### config.mk
export PLATFORM = sky130hd
export DESIGN_NAME = switch_conditioner
export DESIGN_NICKNAME = d
export VERILOG_FILES = /design/src/rtl/switch_conditioner_pkg.sv /design/src/rtl/switch_conditioner_debounce_bit.sv /design/src/rtl/switch_conditioner.sv
export SDC_FILE = /design/constraint.sdc
export NUM_CORES = 1
export LEC_CHECK = 0
export CORE_UTILIZATION = 45
export CTS_CLUSTER_DIAMETER = 50
export DETAILED_ROUTE_END_ITERATION = 16
export GPL_TIMING_DRIVEN = 0
export HOLD_SLACK_MARGIN = 0.03
export MAX_ROUTING_LAYER = met4
export PLACE_DENSITY_LB_ADDON = 0.2
export SKIP_CTS_REPAIR_TIMING = 1
export SYNTH_ARGS = -nofsm -noshare
export SYNTH_HDL_FRONTEND = slang
export SYNTH_SLANG_ARGS = --single-unit
### constraint.sdc
create_clock -name CLK_IN -period 6.1 [get_ports CLK_IN]
set_input_delay 1.525 -clock CLK_IN [delete_from_list [all_inputs] [get_ports CLK_IN]]
set_output_delay 1.525 -clock CLK_IN [all_outputs]
set_load 0.02 [all_outputs]
### src/rtl/switch_conditioner_pkg.sv
// Shared definitions for the switch conditioner: interrupt FSM state
// encodings, default timing constants and a constant-width helper.
package switch_defs;

  // Interrupt handshake states.
  typedef enum logic [1:0] {
    IDLE     = 2'd0,
    PENDING  = 2'd1,
    SERVICED = 2'd2
  } irq_state_e;

  // Default synchroniser depth and debounce period.
  // Boards use a debounce period of about 1000000 cycles.
  localparam int SYNC_STAGES_DEFAULT     = 2;
  localparam int DEBOUNCE_CYCLES_DEFAULT = 16;

  // Ceiling log2. The result is never below 1, so a counter sized with it
  // always has at least one bit.
  function automatic int clog2(input int value);
    int r;
    r = 0;
    while ((1 << r) < value) begin
      r = r + 1;
    end
    return (r < 1) ? 1 : r;
  endfunction

endpackage

### src/rtl/switch_conditioner_debounce_bit.sv
// One switch bit: synchroniser chain, debounce counter and stable value.
// toggle pulses combinationally on the edge where the stable value flips,
// so the parent can record the change on that same edge.
module debounce_bit
  import switch_defs::*;
#(
  parameter int SYNC_STAGES     = SYNC_STAGES_DEFAULT,
  parameter int DEBOUNCE_CYCLES = DEBOUNCE_CYCLES_DEFAULT
) (
  input  logic clk,
  input  logic rst,
  input  logic din,
  output logic stable,
  output logic toggle
);

  localparam int CNT_W = clog2(DEBOUNCE_CYCLES + 1);
  localparam logic [CNT_W-1:0] CNT_LAST = CNT_W'(DEBOUNCE_CYCLES - 1);

  logic [SYNC_STAGES-1:0] sync_q;
  logic [SYNC_STAGES-1:0] sync_d;
  logic [CNT_W-1:0]       cnt_q;
  logic [CNT_W-1:0]       cnt_d;
  logic                   stable_q;
  logic                   stable_d;
  logic                   synced;

  assign synced = sync_q[SYNC_STAGES-1];
  assign stable = stable_q;

  // Shift the raw pin into the synchroniser chain.
  always_comb begin
    sync_d = {sync_q[SYNC_STAGES-2:0], din};
  end

  // Count consecutive cycles of disagreement; any agreement restarts the
  // count, so bounces shorter than the debounce period never get through.
  always_comb begin
    cnt_d    = cnt_q;
    stable_d = stable_q;
    toggle   = 1'b0;
    if (synced == stable_q) begin
      cnt_d = '0;
    end else if (cnt_q == CNT_LAST) begin
      stable_d = synced;
      cnt_d    = '0;
      toggle   = 1'b1;
    end else begin
      cnt_d = cnt_q + 1'b1;
    end
  end

  // State registers, cleared immediately by reset.
  always_ff @(posedge clk or posedge rst) begin
    if (rst) begin
      sync_q   <= '0;
      cnt_q    <= '0;
      stable_q <= 1'b0;
    end else begin
      sync_q   <= sync_d;
      cnt_q    <= cnt_d;
      stable_q <= stable_d;
    end
  end

endmodule

### src/rtl/switch_conditioner.sv
// Switch input stage for the Picoblaze port: per-bit debouncers, sticky
// change flags and an interrupt request/acknowledge handshake.
module switch_conditioner
  import switch_defs::*;
#(
  parameter int WIDTH           = 8,
  parameter int SYNC_STAGES     = SYNC_STAGES_DEFAULT,
  parameter int DEBOUNCE_CYCLES = DEBOUNCE_CYCLES_DEFAULT
) (
  input  logic             CLK_IN,
  input  logic             RESET_IN,
  input  logic [WIDTH-1:0] SWITCHES_IN,
  output logic [WIDTH-1:0] SWITCHES_OUT,
  output logic [WIDTH-1:0] CHANGED,
  input  logic             INT_ENABLE,
  output logic             INTERRUPT,
  input  logic             INTERRUPT_ACK,
  input  logic             CLEAR_STROBE
);

  logic [WIDTH-1:0] toggle;
  logic [WIDTH-1:0] changed_q;
  logic [WIDTH-1:0] changed_d;
  irq_state_e       state_q;
  irq_state_e       state_d;
  logic             interrupt_q;
  logic             interrupt_d;

  for (genvar gi = 0; gi < WIDTH; gi++) begin : g_bit
    debounce_bit #(
      .SYNC_STAGES     (SYNC_STAGES),
      .DEBOUNCE_CYCLES (DEBOUNCE_CYCLES)
    ) u_debounce (
      .clk    (CLK_IN),
      .rst    (RESET_IN),
      .din    (SWITCHES_IN[gi]),
      .stable (SWITCHES_OUT[gi]),
      .toggle (toggle[gi])
    );
  end

  assign CHANGED   = changed_q;
  assign INTERRUPT = interrupt_q;

  // Sticky change flags: a toggle on the same edge as a clear wins.
  always_comb begin
    changed_d = changed_q;
    if (CLEAR_STROBE) begin
      changed_d = '0;
    end
    changed_d = changed_d | toggle;
  end

  // Interrupt handshake next state; the request line follows PENDING.
  always_comb begin
    state_d = state_q;
    case (state_q)
      IDLE:     if (INT_ENABLE && (|changed_q)) state_d = PENDING;
      PENDING:  if (INTERRUPT_ACK)              state_d = SERVICED;
      SERVICED: if (CLEAR_STROBE)               state_d = IDLE;
      default:                                  state_d = IDLE;
    endcase
    interrupt_d = (state_d == PENDING);
  end

  // Flag, state and request registers, cleared immediately by reset.
  always_ff @(posedge CLK_IN or posedge RESET_IN) begin
    if (RESET_IN) begin
      changed_q   <= '0;
      state_q     <= IDLE;
      interrupt_q <= 1'b0;
    end else begin
      changed_q   <= changed_d;
      state_q     <= state_d;
      interrupt_q <= interrupt_d;
    end
  end

endmodule
==> metrics <==
status completed; Power Density 280 nW/um^2; post-synth top area cell dfrtp_1; worst path cell trace buf_4 -> clkdlybuf4s50_1; Syn. warnings 0; fraction of layout cells with a size suffix above 1 13.1%; top cells by count, synth 75 x dfrtp_1, 40 x nor2_1, 16 x nand3_1, 16 x xnor2_1, 16 x xor2_1; number of vias per cell roughly 4.9; Final Hold Fails 0; slowest CP cell clkdlybuf4s50_1; xor and xnor fraction of the mapped netlist area 9.54%; endpoints failing setup 0; CTS Buffer Depth 2; cell area after placement ~3300 um^2; Clk pin slew, worst setup/hold paths approximately 0.080 ns; clk_lat worst skew 0.34 ns; fin cells 360; fin. max-slew vios 0; WL final ~4.6 mm; wire per inst 12.7 um; number of flops mapped to enable cells by yosys 0; H-tree Lvls 3; setup tns final 0 ns; Detail Route Antenna Nets 0; final worst path period need 3.01 ns; Critical Setup Path Class register to primary output; CP endpoint kind primary output; final setup skew 0.0107 ns; Worst Tran Pin Value 0.415 ns; fill count a little under 600; Core Rows 29; GRT Overall Usage 16.0%; Initial Utilization 46.5%; largest net degree at the start of global routing 55; Die ar. 6860 um^2; Synth cell types 18; final design utilization 56.5%; max cap viols 0; hpwl dp approximately 3.1 mm; core footprint between 6000 and 7000 um^2; 1st-pass router iterations 4; Post-synth ARST share 100%; maximum clock rate 0.332 GHz; Mapped Nets around 260; post-synthesis compound-gate area fraction 4.51%; DR vias about 1800; Final Total Pwr about 1 mW; grt ovf 0; io pins 30; DR iter-0 viols approximately 70; critical path data required time 4.58 ns; Synth area leaders dfrtp_1 64%, nor2_1 5.1%, xnor2_1 4.8%; Worst Path Max Fanout 4; R2R setup slack 4.77 ns; height of the die a little over 80 um; n_diodes 0; Startpoint Class register; RSZ-0062 raised after global routing false; Hold Crit Class register to register; top cell type's share of synthesized area 63.9%; Critical Path Max Stage Delay just under 0.6 ns; TritonCTS Buffers 9; mux share of post-synthesis cell area 3.07%; CTS tree done; CTS Sinks 75; root buf cell clkbuf_8; Post-Synth Adder-Cell Area between 3 and 4%; initial antenna violation count 0; Gate Count Post-Synth between 200 and 250; DIE WIDTH 82.8 um; PortBufs 28; register area share after synthesis 63.9%; Tcrit/Tclk final 49.3%; first-pass GRT wire length 8.20 mm; combinational family with the most area after synthesis simple AND/OR/NAND/NOR gates; maximum vdd drop 0.176 mV; # DRC 0; placed insts 344; Yosys reg bits 75; CP Data Arrival Time 1.48 ns; most common cell in the netlist dfrtp_1; RePlAce Congestion 0.724; post-synthesis cell area 2940 um^2; cell area after layout between 3000 and 4000 um^2; Layout Nets 299; Synth Area per Inst between 10 and 15 um^2; Area Growth Syn to Fin 21.5%; Rel. slew slack 72.0%; simple-gate share of the synthesized area 11.5%; most used flip-flop cell after synthesis dfrtp_1; number of global-route vias before repair 1787; Leakage 1.71 nW
-- power breakdown --
group / internal, mW / switching, mW
clock network: 0.242 / 0.178
logic: 0.0241 / 0.0279
registers: 0.515 / 0.0130
-- flip-flops by register name, indices dropped and copies added, names as in the netlist --
register                 flops
CHANGED                      8
INTERRUPT                    1
g_bit.u_debounce.cnt_q      40
g_bit.u_debounce.stable      8
g_bit.u_debounce.sync_q     16
state_q                      2
-- stage by stage --
step | hold slack (ns) | worst slack, ns
2_1_floorplan | 0.331 | 2.67
3_3_place_gp | 0.332 | 1.43
3_5_place_dp | 0.336 | 3.46
4_1_cts | 0.353 | 3.07
5_1_grt | 0.363 | 3.02
6_report | 0.345 | 3.09
-- critical path, delay by kind of cell, from the launching register on --
| kind | cells | cell delay, ns |
|---|---|---|
| flops | 1 | 0.42 |
| buf+inv | 2 | 0.72 |
-- layout by cell type, fill, tap and decap left out --
master | Yosys | layout
xnor2_1 | 16 | 16
o32ai_1 | 8 | 8
and2_1 | 2 | 2
clkbuf_8 | 0 | 10
buf_4 | 8 | 8
nor3b_1 | 1 | 1
buf_16 | 0 | 1
and3_1 | 8 | 8
nor4_2 | 2 | 2
a31o_1 | 2 | 2
clkinv_4 | 0 | 1
nand2_1 | 3 | 3
inv_1 | 15 | 14
nor2_1 | 40 | 40
clkinv_2 | 0 | 2
inv_6 | 0 | 1
o21ai_0 | 9 | 9
bufinv_16 | 0 | 2
inv_4 | 0 | 1
ha_1 | 8 | 8
xor2_1 | 16 | 16
mux2_2 | 8 | 8
clkdlybuf4s50_1 | 0 | 28
nand3_1 | 16 | 16
buf_2 | 1 | 1
dfrtp_1 | 75 | 75
-- routing by layer --
metal / part of all wire [%] / vias up / track usage (%) / wire length, um
met2: 49 / 32 / 24.6 / 2240
met1: 45 / 848 / 19.4 / 2070
met3: 4.9 / 4 / 6.76 / 226
li1: - / 868 / - / -
met5: 0 / - / - / 0
met4: 0.83 / 0 / 4.70 / 38
-- logic make-up (layout without fill, tap and decap cells) --
logic type,Yosys count,count (layout)
mux,8,8
buf+inv,24,69
xor+xnor,32,32
simple gates,72,72
flops,75,75
compound gates,19,19
fa+ha+maj,8,8
-- final cells by class --
| type | instances | area (um^2) | area share (%) |
|---|---|---|---|
| multi-input cells | 139 | 940 | 26.3 |
| clock inverters | 6 | 87.6 | 2.45 |
| flip-flops and latches | 75 | 1880 | 52.6 |
| plain buffers | 9 | 65.1 | 1.82 |
| well taps | 77 | 96.3 | 2.70 |
| clock buffers | 10 | 138 | 3.86 |
| repair buffers | 29 | 308 | 8.62 |
| inverters | 15 | 58.8 | 1.65 |
-- path summary, 6_finish.rpt --
check	start	endpoint	cells past startpoint
worst max-delay path	g_bit[4].u_debounce.stable	SWITCHES_OUT[4]	2
min in group asynchronous	RESET_IN	g_bit[4].u_debounce.stable	2
worst max register to register	g_bit[6].u_debounce.cnt_q[0]	g_bit[6].u_debounce.cnt_q[0]	4
worst min-delay path	g_bit[6].u_debounce.sync_q[0]	g_bit[6].u_debounce.sync_q[1]	0
max in group asynchronous	RESET_IN	g_bit[7].u_debounce.cnt_q[3]	3
worst min register to register	g_bit[6].u_debounce.sync_q[0]	g_bit[6].u_debounce.sync_q[1]	0
No activity file was read; power rests on OpenSTA's default activity.
